==> src/rtl/pll_reset_sequencer.sv <==
// Synchronises PLL lock and sequences the system reset. Reset is released only after lock has
// been stable long enough, and it is re-asserted when lock is lost for long enough.
module pll_reset_sequencer #(
  parameter int unsigned SYNC_STAGES        = 2,
  parameter int unsigned LOCK_STABLE_CYCLES = 1200,
  parameter int unsigned LOSS_FILTER_CYCLES = 4,
  parameter int unsigned CNT_WIDTH          = 8
) (
  input  logic                 clock,
  input  logic                 reset_n,
  input  logic                 locked,
  input  logic                 clear_count,
  output logic                 sys_reset_n,
  output logic                 lock_lost,
  output logic [CNT_WIDTH-1:0] lock_lost_count
);

  localparam int unsigned StableW = (LOCK_STABLE_CYCLES > 1) ? $clog2(LOCK_STABLE_CYCLES) : 1;
  localparam int unsigned FiltW   = (LOSS_FILTER_CYCLES > 1) ? $clog2(LOSS_FILTER_CYCLES) : 1;
  localparam logic [StableW-1:0] StableLast = StableW'(LOCK_STABLE_CYCLES - 1);
  localparam logic [FiltW-1:0]   FiltLast   = FiltW'(LOSS_FILTER_CYCLES - 1);

  typedef enum logic [1:0] {StWaitLock, StStabilize, StRun, StLost} state_e;

  state_e                 state_q, state_d;
  logic [SYNC_STAGES-1:0] sync_q;
  logic [StableW-1:0]     stable_q, stable_d;
  logic [FiltW-1:0]       filt_q, filt_d;
  logic                   sys_rst_n_q, sys_rst_n_d;
  logic                   lost_q, lost_d;
  logic [CNT_WIDTH-1:0]   cnt_q, cnt_d;
  logic                   locked_s;
  logic                   loss_event;

  assign locked_s = sync_q[SYNC_STAGES-1];

  always_ff @(posedge clock or negedge reset_n) begin
    if (!reset_n) begin
      sync_q <= '0;
    end else begin
      sync_q <= {sync_q[SYNC_STAGES-2:0], locked};
    end
  end

  always_comb begin
    state_d     = state_q;
    stable_d    = stable_q;
    filt_d      = filt_q;
    sys_rst_n_d = 1'b0;
    lost_d      = 1'b0;
    loss_event  = 1'b0;
    case (state_q)
      StWaitLock: begin
        stable_d = '0;
        filt_d   = '0;
        if (locked_s) state_d = StStabilize;
      end
      StStabilize: begin
        if (!locked_s) begin
          // Any dropout forfeits the accumulated stable time.
          state_d  = StWaitLock;
          stable_d = '0;
        end else if (stable_q == StableLast) begin
          state_d     = StRun;
          stable_d    = '0;
          sys_rst_n_d = 1'b1;
        end else begin
          stable_d = stable_q + StableW'(1);
        end
      end
      StRun: begin
        sys_rst_n_d = 1'b1;
        if (!locked_s) begin
          if (filt_q == FiltLast) begin
            state_d     = StLost;
            filt_d      = '0;
            sys_rst_n_d = 1'b0;
            lost_d      = 1'b1;
            loss_event  = 1'b1;
          end else begin
            filt_d = filt_q + FiltW'(1);
          end
        end else begin
          filt_d = '0;
        end
      end
      StLost: begin
        state_d = StWaitLock;
        filt_d  = '0;
      end
      default: state_d = StWaitLock;
    endcase
  end

  // A clear coinciding with a new loss keeps that loss.
  always_comb begin
    cnt_d = cnt_q;
    if (clear_count) begin
      cnt_d = loss_event ? CNT_WIDTH'(1) : '0;
    end else if (loss_event && (cnt_q != {CNT_WIDTH{1'b1}})) begin
      cnt_d = cnt_q + CNT_WIDTH'(1);
    end
  end

  always_ff @(posedge clock or negedge reset_n) begin
    if (!reset_n) begin
      state_q     <= StWaitLock;
      stable_q    <= '0;
      filt_q      <= '0;
      sys_rst_n_q <= 1'b0;
      lost_q      <= 1'b0;
      cnt_q       <= '0;
    end else begin
      state_q     <= state_d;
      stable_q    <= stable_d;
      filt_q      <= filt_d;
      sys_rst_n_q <= sys_rst_n_d;
      lost_q      <= lost_d;
      cnt_q       <= cnt_d;
    end
  end

  assign sys_reset_n     = sys_rst_n_q;
  assign lock_lost       = lost_q;
  assign lock_lost_count = cnt_q;

endmodule

==> config.mk <==
export PLATFORM = sky130hd
export DESIGN_NAME = pll_reset_sequencer
export DESIGN_NICKNAME = d
export VERILOG_FILES = /design/src/rtl/pll_reset_sequencer.sv
export SDC_FILE = /design/constraint.sdc
export NUM_CORES = 1
export LEC_CHECK = 0
export CAP_MARGIN = 30
export CORE_MARGIN = 2
export CORE_UTILIZATION = 40
export DETAILED_ROUTE_END_ITERATION = 12
export HOLD_SLACK_MARGIN = 0.05
export PLACE_DENSITY = 0.67
export SLEW_MARGIN = 15
export SYNTH_ARGS = -nofsm -noshare
export SYNTH_HDL_FRONTEND = slang
export SYNTH_SLANG_ARGS = --single-unit
==> constraint.sdc <==
create_clock -name clock -period 2 [get_ports clock]
set_input_delay 0.5 -clock clock [delete_from_list [all_inputs] [get_ports clock]]
set_output_delay 0.5 -clock clock [all_outputs]
set_load 0.02 [all_outputs]
==> metrics.yaml, run 1 <==
status: "complete, no violations"
synth_top_cell_by_area: "dfrtp_1"
slowest_stage: "clkdlybuf4s50_1"
numCtsBuffers: 3
finalSetupViolations: 0
grt_max_degree: 28
gp_congestion: 0.772
synthTopCellsByArea: "dfrtp_1 (46%), ha_1 (6.7%), nand2_1 (3.3%)"
drv_slew: 0
path_max_fanout: 6
seq_power_share_pct: 48.1
clock-sinks: 27
dp_cells: 210
drv_cap: 0
yosysSeqAreaShare_pct: 45.5
finish.net_count: 179
num_vias: 1180
post-route-period-util_pct: 94.0
synth_edf_count: 0
finalHoldViolCount: 0
yosys_most_used_dff: "dfrtp_1"
synth_top_area_share_pct: 45.5
fin_ws_ps: 121
cp-end-kind: "primary output"
syn_nets: 160
area_growth_pct: 17.2
post_cts_buffers: 0
async_reset_ff_share_pct: 100
wire_per_inst_um: 13.6
total_leakage_power_nw: 0.734
wl_mm: 2.91
synth.distinct_cells: 41
startpoint_type: "register"
netlist_area_mm2: 0.00148
postPlaceCellArea_mm2: 0.00169
cp_top_family: "buffers and inverters"
final_cell_count_no_fill: 214
p_sw_share_pct: 32.6
cts_hold_buf: 0
drtAntennaViolNets: 0
fmax_ghz: 0.532
post-route-cell-area_mm2: 0.00174
firstDrtPassIters: 4
crit_buf_inv: 1
drt-initial-drc-count: 80
drc: 0
cts_tree: "built"
r2r_cells: 6
root_buffer: "clkbuf_8"
critPathKind: "register to primary output"
worstPathCellList: "clkdlybuf4s50_1"
p_switching_uw: 436
cp.arrival_ps: 1380
hpwl_mm: 2.22
die_y_um: 64.9
rsz0062_at_grt: "false"
internal_power_uw: 901
syn_avg_cell_area_um2: 10.0
clk_pin_slew_worst_paths_ps: 100
hp-class: "register to register"
cp_data_required_time_ps: 1500
antenna_found_initial: 0
antenna_cells: 0
num_rows: 22
core-area_mm2: 0.00361
grt_first_pass_wirelength_mm: 5.24
synth_cells: 148
finalSetupTns_ps: 0
portBuffers: 13
power_density_mw_per_mm2: 768
grt_pass1_vias: 1150
combPwrFrac_pct: 28.1
ys_ff_latch: 27
cts_max_path_buffers: 2
timing.slew.headroom_pct: 74.6
io_pins: 14
tightestPinTransition_ps: 371
hold_depth: 0
finalClockSkew_ps: 4.26
drive_above_1_share_pct: 10.8
slowest_delay_ps: 650
ys_warn_count: 0
dieArea_mm2: 0.00421
track_usage_pct: 15.7
dp_slack_ps: 113
grt_overflow: 0
clock_power_share_pct: 23.7
dieWidth_um: 64.9
start_util_pct: 41.2
cts_max_level: 1
crit_cells: 1
fin_crit_ps: 1880
drt-vias-per-instance: 5.51
irDropWorstVdd_uv: 345
n_fill_cell: 337
clock_latency_ps: 270
## power groups by stage
stage,clock (mW),combinational [mW],sequential (mW)
6_report,0.317,0.376,0.643
5_1_grt,0.361,0.435,0.652
4_1_cts,0.337,0.378,0.643
3_5_place_dp,0,0.375,0.653
3_3_place_gp,0,0.363,0.649
2_1_floorplan,0,0.275,0.640
## cells in the final DEF, fill, tap and decap left out, types with 4 or more instances in the layout
cell type	synthesis	routed
clkdlybuf4s50_1	0	13
ha_1	8	8
dfrtp_1	27	27
xor2_1	4	4
inv_1	4	4
o21ai_0	8	8
nand4_1	5	5
nor2b_1	4	4
nand3_1	8	8
nand2_1	13	13
nor2_1	10	10
buf_4	0	6
a21oi_1	6	6
o211ai_1	4	4
## through the flow
| step | total power, mW | utilization, % | hold slack, ps |
|---|---|---|---|
| after detailed placement | 1.03 | 46.8 | 345 |
| after global routing | 1.45 | 48.2 | 392 |
| after global placement | 1.01 | 46.8 | 337 |
| after CTS | 1.36 | 48.2 | 368 |
| after floorplan | 0.915 | - | 204 |
| final | 1.34 | 48.2 | 362 |
## area by class of cell
| cell class | instances | area (µm²) | area share, % |
|---|---|---|---|
| Clock buffer | 3 | 41.3 | 2.37 |
| Clock inverter | 1 | 7.51 | 0.432 |
| Inverter | 4 | 15.0 | 0.863 |
| Multi-Input combinational cell | 112 | 764 | 44.0 |
| Sequential cell | 27 | 676 | 38.8 |
| Tap cell | 48 | 60.1 | 3.45 |
| Timing Repair Buffer | 19 | 175 | 10.1 |
## final timing paths
| kind | startpoint | end | slack (ps) |
|---|---|---|---|
| worst max-delay path | lock_lost_count[2] | lock_lost_count[2] | 120 |
| worst min-delay path | sync_q[0] | sync_q[1] | 360 |
| worst max register to register | register | stable_q[9] | 170 |
| worst min register to register | sync_q[0] | sync_q[1] | 360 |
| max in group asynchronous | reset_n | lock_lost_count[4] | 1150 |
| min in group asynchronous | reset_n | lock_lost_count[1] | 590 |
## worst register-to-register path, cell delays in order, from the launching register on
cell and delay, ps:
dfrtp_1 400, inv_1 130, ha_1 260, and2_2 240, o31ai_4 120, or4_1 510, o211ai_1 100
## synth_stat cells, drive strengths merged, types with 2 or more instances
cell,number
a21oi,6
nor2,10
dfrtp,27
a22o,3
inv,4
and2,3
nand4,5
o21ai,8
nand2,13
o31ai,4
a211oi,2
a31o,2
mux2,2
nor2b,4
buf,4
nand3,8
and4,3
ha,8
nand2b,3
and3,3
o211ai,4
xor2,4
nor3,3
o2111ai,2
## what timing repair did
| action | in CTS | in global routing |
|---|---|---|
| resized for setup | 0 | 1 |
| endpoints found under the hold margin | 0 | 0 |
| endpoints found under the setup margin | 0 | 1 |
## flip-flops by register name, indices dropped and copies added, names as in the netlist, named ones only
register	count
sync_q	2
lock_lost_count	8
stable_q	11
lock_lost	1
filt_q	2
state_q	1
sys_reset_n	1
## layer usage
| layer | wire, µm | GRT usage [%] | vias up |
|---|---|---|---|
| met1 | 1340 | 19.8 | 570 |
| met4 | 32 | 2.39 | 0 |
| met2 | 1450 | 27.7 | 22 |
| li1 | - | - | 582 |
| met5 | 0 | 0 | - |
| met3 | 89 | 3.65 | 6 |
## cells by family after synthesis
family | after synthesis | synth area share (%)
simple gates | 60 | 22.2
compound gates | 36 | 17.4
flops | 27 | 45.5
buf+inv | 9 | 3.03
fa+ha+maj | 8 | 6.75
xor+xnor | 5 | 2.95
mux | 3 | 2.19
(Power assumes the default switching activity.)
==> run 2, diff against run 1 <==
CAP_MARGIN = not set   (was 30)
CELL_PAD_IN_SITES_DETAIL_PLACEMENT = 1   (was not set)
CELL_PAD_IN_SITES_GLOBAL_PLACEMENT = 1   (was not set)
PLACE_DENSITY = 0.8   (was 0.67)
==> run 2 against run 1 <==
Sequential power increased by 0.6%. Non-clock buffer count stayed put. Die area unchanged. Hold slack got worse by 2.1 ps. Utilization is the same. Register-to-register slack lost 70 ps. Clock-buffer cell count unchanged. Final area is the same. Via count up 6.3%. First-iteration DRC count down 23%. Highest routed layer unchanged.
==> metrics.yaml, run 2 (synthesized netlist as in run 1, its figures left out) <==
clk_pin_slew_worst_paths_ps: 90  # was 100 ps
core-area_mm2: 0.00361  # unchanged
dieArea_mm2: 0.00421  # unchanged
final_common_cell: "dfrtp_1"  # unchanged
combPwrFrac_pct: 30.6  # was 28.1%
firstDrtPassIters: 4  # unchanged
drt-initial-drc-count: 62  # was 80
drv_cap: 0  # unchanged
drc: 0  # unchanged
multi_input_area_um2: 767  # was 764 µm²
regArea_um2: 676  # unchanged
critPathKind: "register to register"  # was register to primary output
cts_max_path_buffers: 2  # unchanged
start_util_pct: 41.2  # unchanged
p_sw_share_pct: 34.9  # was 32.6%
irDropWorstVdd_uv: 378  # was 345 µV
cp.arrival_ps: 2040  # was 1380 ps
timing.slew.headroom_pct: 64.3  # was 74.6%
grt_first_pass_wirelength_mm: 6.24  # was 5.24 mm
hold_depth: 0  # unchanged
finish.net_count: 179  # unchanged
wire_per_inst_um: 16.9  # was 13.6 µm
largest_reg_flops: 11  # unchanged
post-route-period-util_pct: 95.1  # was 94.0%
drtAntennaViolNets: 0  # unchanged
slowest_stage: "a2111oi_0"  # was clkdlybuf4s50_1
regMostFlops: "stable_q"  # unchanged
seq_power_share_pct: 46.5  # was 48.1%
internal_power_uw: 906  # was 901 µW
tightestPinTransition_ps: 522  # was 371 ps
path_max_fanout: 5  # was 6
r2r_cells: 5  # was 6
dp_cells: 210  # unchanged
fin_crit_ps: 1900  # was 1880 ps
layout.cells.most_common_list: "dfrtp_1 (27), nand2_1 (13), clkdlybuf4s50_1 (13)"  # unchanged
hp-class: "register to register"  # unchanged
finalSetupViolations: 0  # unchanged
p_total_mw: 1.39  # was 1.34 mW
die_y_um: 64.9  # unchanged
track_usage_pct: 19.0  # was 15.7%
drive_above_1_share_pct: 11.4  # was 10.8%
clock_power_share_pct: 22.9  # was 23.7%
antenna_cells: 0  # unchanged
io_pins: 14  # unchanged
crit_buf_inv: 1  # unchanged
drv_slew: 0  # unchanged
p_switching_uw: 486  # was 436 µW
clock_latency_ps: 280  # was 270 ps
hpwl_mm: 2.60  # was 2.22 mm
cp_data_required_time_ps: 2140  # was 1500 ps
antenna_found_initial: 0  # unchanged
cp-end-kind: "register"  # was primary output
cts_max_level: 1  # unchanged
area_growth_pct: 17.2  # unchanged
finalClockSkew_ps: 4.27  # was 4.26 ps
utilization_pct: 48.2  # unchanged
total_leakage_power_nw: 0.737  # was 0.734 nW
final_cell_count_no_fill: 214  # unchanged
finalSetupTns_ps: 0  # unchanged
power_density_mw_per_mm2: 800  # was 768 mW/mm²
num_vias: 1254  # was 1,180
gp_congestion: 0.779  # was 0.772
clock-sinks: 27  # unchanged
finalHoldViolCount: 0  # unchanged
grt_pass1_vias: 1301  # was 1,150
grt_overflow: 0  # unchanged
worstPathCellList: "inv_1, ha_1, nor2b_1, a2111oi_0, a21oi_1"  # was clkdlybuf4s50_1
fmax_ghz: 0.526  # was 0.532 GHz
regToRegSetupSlack_ps: 100  # was 170 ps
rr_startpoint: "state_q[0]"
cp_top_family: "compound AO/OA/AOI/OAI gates"  # was buffers and inverters
dieWidth_um: 64.9  # unchanged
slowest_delay_ps: 530  # was 650 ps
cts_tree: "built"  # unchanged
status: "complete, no violations"  # unchanged
crit_path_start: "state_q[0]"  # was lock_lost_count[2]
crit_cells: 5  # was 1
wl_mm: 3.62  # was 2.91 mm
num_rows: 22  # unchanged
grt_max_degree: 28  # unchanged
root_buffer: "clkbuf_8"  # unchanged
hold_start: "sync_q[0]"  # unchanged
drt-vias-per-instance: 5.86  # was 5.51
startpoint_type: "register"  # unchanged
cts_hold_buf: 0  # unchanged
whs_ps: 360  # was 362 ps
numCtsBuffers: 3  # unchanged
portBuffers: 13  # unchanged
n_fill_cell: 417  # was 337
[run 2: path summary, 6_finish.rpt]
kind,end
setup / recovery,state_q[0]
hold / removal,sync_q[1]
setup reg to reg,state_q[0]
hold reg to reg,sync_q[1]
max in group asynchronous,lock_lost_count[7]
min in group asynchronous,stable_q[0]
[run 2: repair_timing]
action,CTS,global route
setup buffers,0,0
gates resized for setup,1,1
pin swaps,0,0
gates cloned,0,0
endpoints found under the setup margin,1,1
[run 2: final cells by class]
class	count	share of cell area (%)
timing repair buffer	19	10.1
tap	48	3.45
inverter	4	0.863
clock buffer	3	2.37
sequential	27	38.8
clock inverter	1	0.288
multi-input combinational	112	44.1
[run 2: power by group through the flow]
stage | Combinational (mW) | Sequential (mW) | Clock [mW]
after floorplan | 0.275 | 0.640 | 0
after global placement | 0.372 | 0.649 | 0
after detailed placement | 0.395 | 0.660 | 0
after CTS | 0.423 | 0.648 | 0.327
after global routing | 0.471 | 0.654 | 0.343
final | 0.426 | 0.647 | 0.318
[run 2: stage by stage]
stage / area (µm²) / worst slack (ps)
floorplan: 1480 / 230
global placement: 1690 / 173
detailed placement: 1690 / 41.2
CTS: 1740 / 74.6
global route: 1740 / -46.5
finish: 1740 / 98.7
[run 2: per-layer routing]
layer / track usage, % / vias to the layer above / routed length (µm)
met5: 0 / - / 0
met4: 5.59 / 0 / 68
met3: 2.60 / 7 / 118
met2: 35.1 / 25 / 1980
met1: 22.8 / 637 / 1450
li1: - / 585 / -
==> run 3, diff against run 2 <==
CTS_CLUSTER_SIZE = 20   (was not set)
clock period = 1.8 ns   (was 2 ns; I/O delays follow)
==> run 3 against run 2 <==
Fmax up 9.2%. Setup slack worse by 40 ps. Hold slack worse by 5.7 ps. Critical path type unchanged. Critical endpoint is now stable_q[8].
==> metrics.yaml, run 3 (synthesized netlist as in run 1, its figures left out) <==
status: "complete, no violations"  # unchanged
io_pins: 14  # unchanged
cp_data_required_time_ps: 1970  # was 2140 ps
drv_cap: 0  # unchanged
irDropWorstVdd_uv: 378  # about the same
gp_congestion: 0.751  # was 0.779
dieArea_mm2: 0.00421  # unchanged
root_buffer: "clkbuf_8"  # unchanged
cts_max_level: 1  # unchanged
hpwl_mm: 2.81  # was 2.60 mm
clock-sinks: 27  # unchanged
cp-end-kind: "register"  # unchanged
n_fill_cell: 412  # was 417
rr_startpoint: "stable_q[4]"  # was state_q[0]
fmax_ghz: 0.574  # was 0.526 GHz
numCtsBuffers: 3  # unchanged
grt_max_degree: 28  # unchanged
post-route-period-util_pct: 96.7  # was 95.1%
drt-vias-per-instance: 5.58  # was 5.86
rsz0062_at_grt: "true"
dp_slack_ps: -9.10  # was 41.2 ps
crit_path_start: "stable_q[4]"  # was state_q[0]
startpoint_type: "register"  # unchanged
core-area_mm2: 0.00361  # unchanged
p_total_mw: 1.58  # was 1.39 mW
dieWidth_um: 64.9  # unchanged
endpoint: "stable_q[8]"  # was state_q[0]
layout.cells.most_common_list: "dfrtp_1 (27), buf_4 (14), nand2_1 (13)"  # was dfrtp_1 (27), nand2_1 (13), clkdlybuf4s50_1 (13)
area_growth_pct: 23.9  # was 17.2%
hp-class: "register to register"  # unchanged
power_density_mw_per_mm2: 858  # was 800 mW/mm²
grt_overflow: 0  # unchanged
cts_max_path_buffers: 2  # unchanged
fin_ws_ps: 59.0  # was 98.7 ps
grt_first_pass_wirelength_mm: 6.42  # was 6.24 mm
drv_slew: 0  # unchanged
regToRegSetupSlack_ps: 60  # was 100 ps
crit_buf_inv: 1  # unchanged
finish.net_count: 188  # was 179
drc: 0  # unchanged
slowest_delay_ps: 580  # was 530 ps
utilization_pct: 51.0  # was 48.2%
cp.arrival_ps: 1910  # was 2040 ps
finalHoldViolCount: 0  # unchanged
finalSetupViolations: 0  # unchanged
total_leakage_power_nw: 0.903  # was 0.737 nW
num_rows: 22  # unchanged
drive_above_1_share_pct: 18.3  # was 11.4%
worstReg2RegEnd: "stable_q[8]"  # was state_q[0]
path_max_fanout: 4  # was 5
cts_hold_buf: 0  # unchanged
clk_pin_slew_worst_paths_ps: 90  # about the same
critPathKind: "register to register"  # unchanged
wl_mm: 3.83  # was 3.62 mm
portBuffers: 13  # unchanged
start_util_pct: 41.2  # unchanged
antenna_found_initial: 0  # unchanged
drt-initial-drc-count: 23  # was 62
finalSetupTns_ps: 0  # unchanged
r2r_cells: 5  # unchanged
grt_pass1_vias: 1368  # was 1,301
cts_tree: "built"  # unchanged
drtAntennaViolNets: 0  # unchanged
fin_crit_ps: 1740  # was 1900 ps
crit_cells: 5  # unchanged
largest_reg_flops: 11  # unchanged
tightestPinTransition_ps: 368  # was 522 ps
wire_per_inst_um: 17.2  # was 16.9 µm
track_usage_pct: 19.8  # was 19.0%
die_y_um: 64.9  # unchanged
clock_latency_ps: 280  # about the same
timing.slew.headroom_pct: 75.4  # was 64.3%
firstDrtPassIters: 4  # unchanged
slowest_stage: "or4b_4"  # was a2111oi_0
worstPathCellList: "or4b_4, o31ai_4, buf_6, or3_1, nand3_1"  # was inv_1, ha_1, nor2b_1, a2111oi_0, a21oi_1
finalClockSkew_ps: 4.23  # was 4.27 ps
antenna_cells: 0  # unchanged
final_common_cell: "dfrtp_1"  # unchanged
cp_top_family: "simple AND/OR/NAND/NOR gates"  # was compound AO/OA/AOI/OAI gates
regMostFlops: "stable_q"  # unchanged
num_vias: 1245  # was 1,254
## run 3: cell count changes in the layout (fill, tap and decap cells not counted), moves of 2 or more
cell             delta
dlymetal6s2s_1      +6
inv_2               +2
buf_4               +8
inv_1               -2
clkdlybuf4s50_1     -7
## run 3: metal layers
metal	vias up	global-route usage [%]	wire length, µm
met2	18	38.5	2100
met5	-	0	0
met3	7	2.26	84
met4	0	6.12	57
li1	605	-	-
met1	615	22.1	1590
## run 3: how the worst min path moves through the flow
stage,startpoint,end,slack [ps],depth (start not counted)
floorplan,reset_n,async pin,150,0
global placement,sync_q[0],sync_q[1],330,0
detailed placement,sync_q[0],sync_q[1],340,0
CTS,sync_q[0],sync_q[1],360,0
global route,sync_q[0],sync_q[1],380,0
finish,sync_q[0],sync_q[1],350,0
## run 3: what timing repair did
item	CTS	global route
pin swaps	0	3
gates resized for setup	2	15
setup endpoints to repair	3	12
setup buffers	0	5
cloned	0	0
## run 3: worst reg2reg max path, stage by stage (launching register included)
cell and delay (ps):
dfrtp_1 400, or4b_4 580, o31ai_4 330, buf_6 160, or3_1 100, nand3_1 70
## run 3: layout make-up
| type | instances | area, µm² | area share [%] |
|---|---|---|---|
| inverter | 4 | 15.0 | 0.817 |
| sequential | 27 | 676 | 36.8 |
| clock inverter | 1 | 5.00 | 0.272 |
| multi-input combinational | 112 | 781 | 42.5 |
| tap | 48 | 60.1 | 3.27 |
| timing repair buffer | 28 | 260 | 14.2 |
| clock buffer | 3 | 41.3 | 2.25 |
## run 3: per-stage QoR
step	cells	cell area, µm²	hold slack, ps
detailed placement	214	1720	336
global route	223	1840	382
global placement	214	1720	334
finish	223	1840	354
CTS	218	1770	358
floorplan	148	1480	154
## run 3: where the power goes
group	switching, mW	leakage (nW)	internal, mW
registers	0.0531	0.367	0.663
logic	0.285	0.510	0.228
clock network	0.193	0.0255	0.156
total	0.531	0.903	1.05
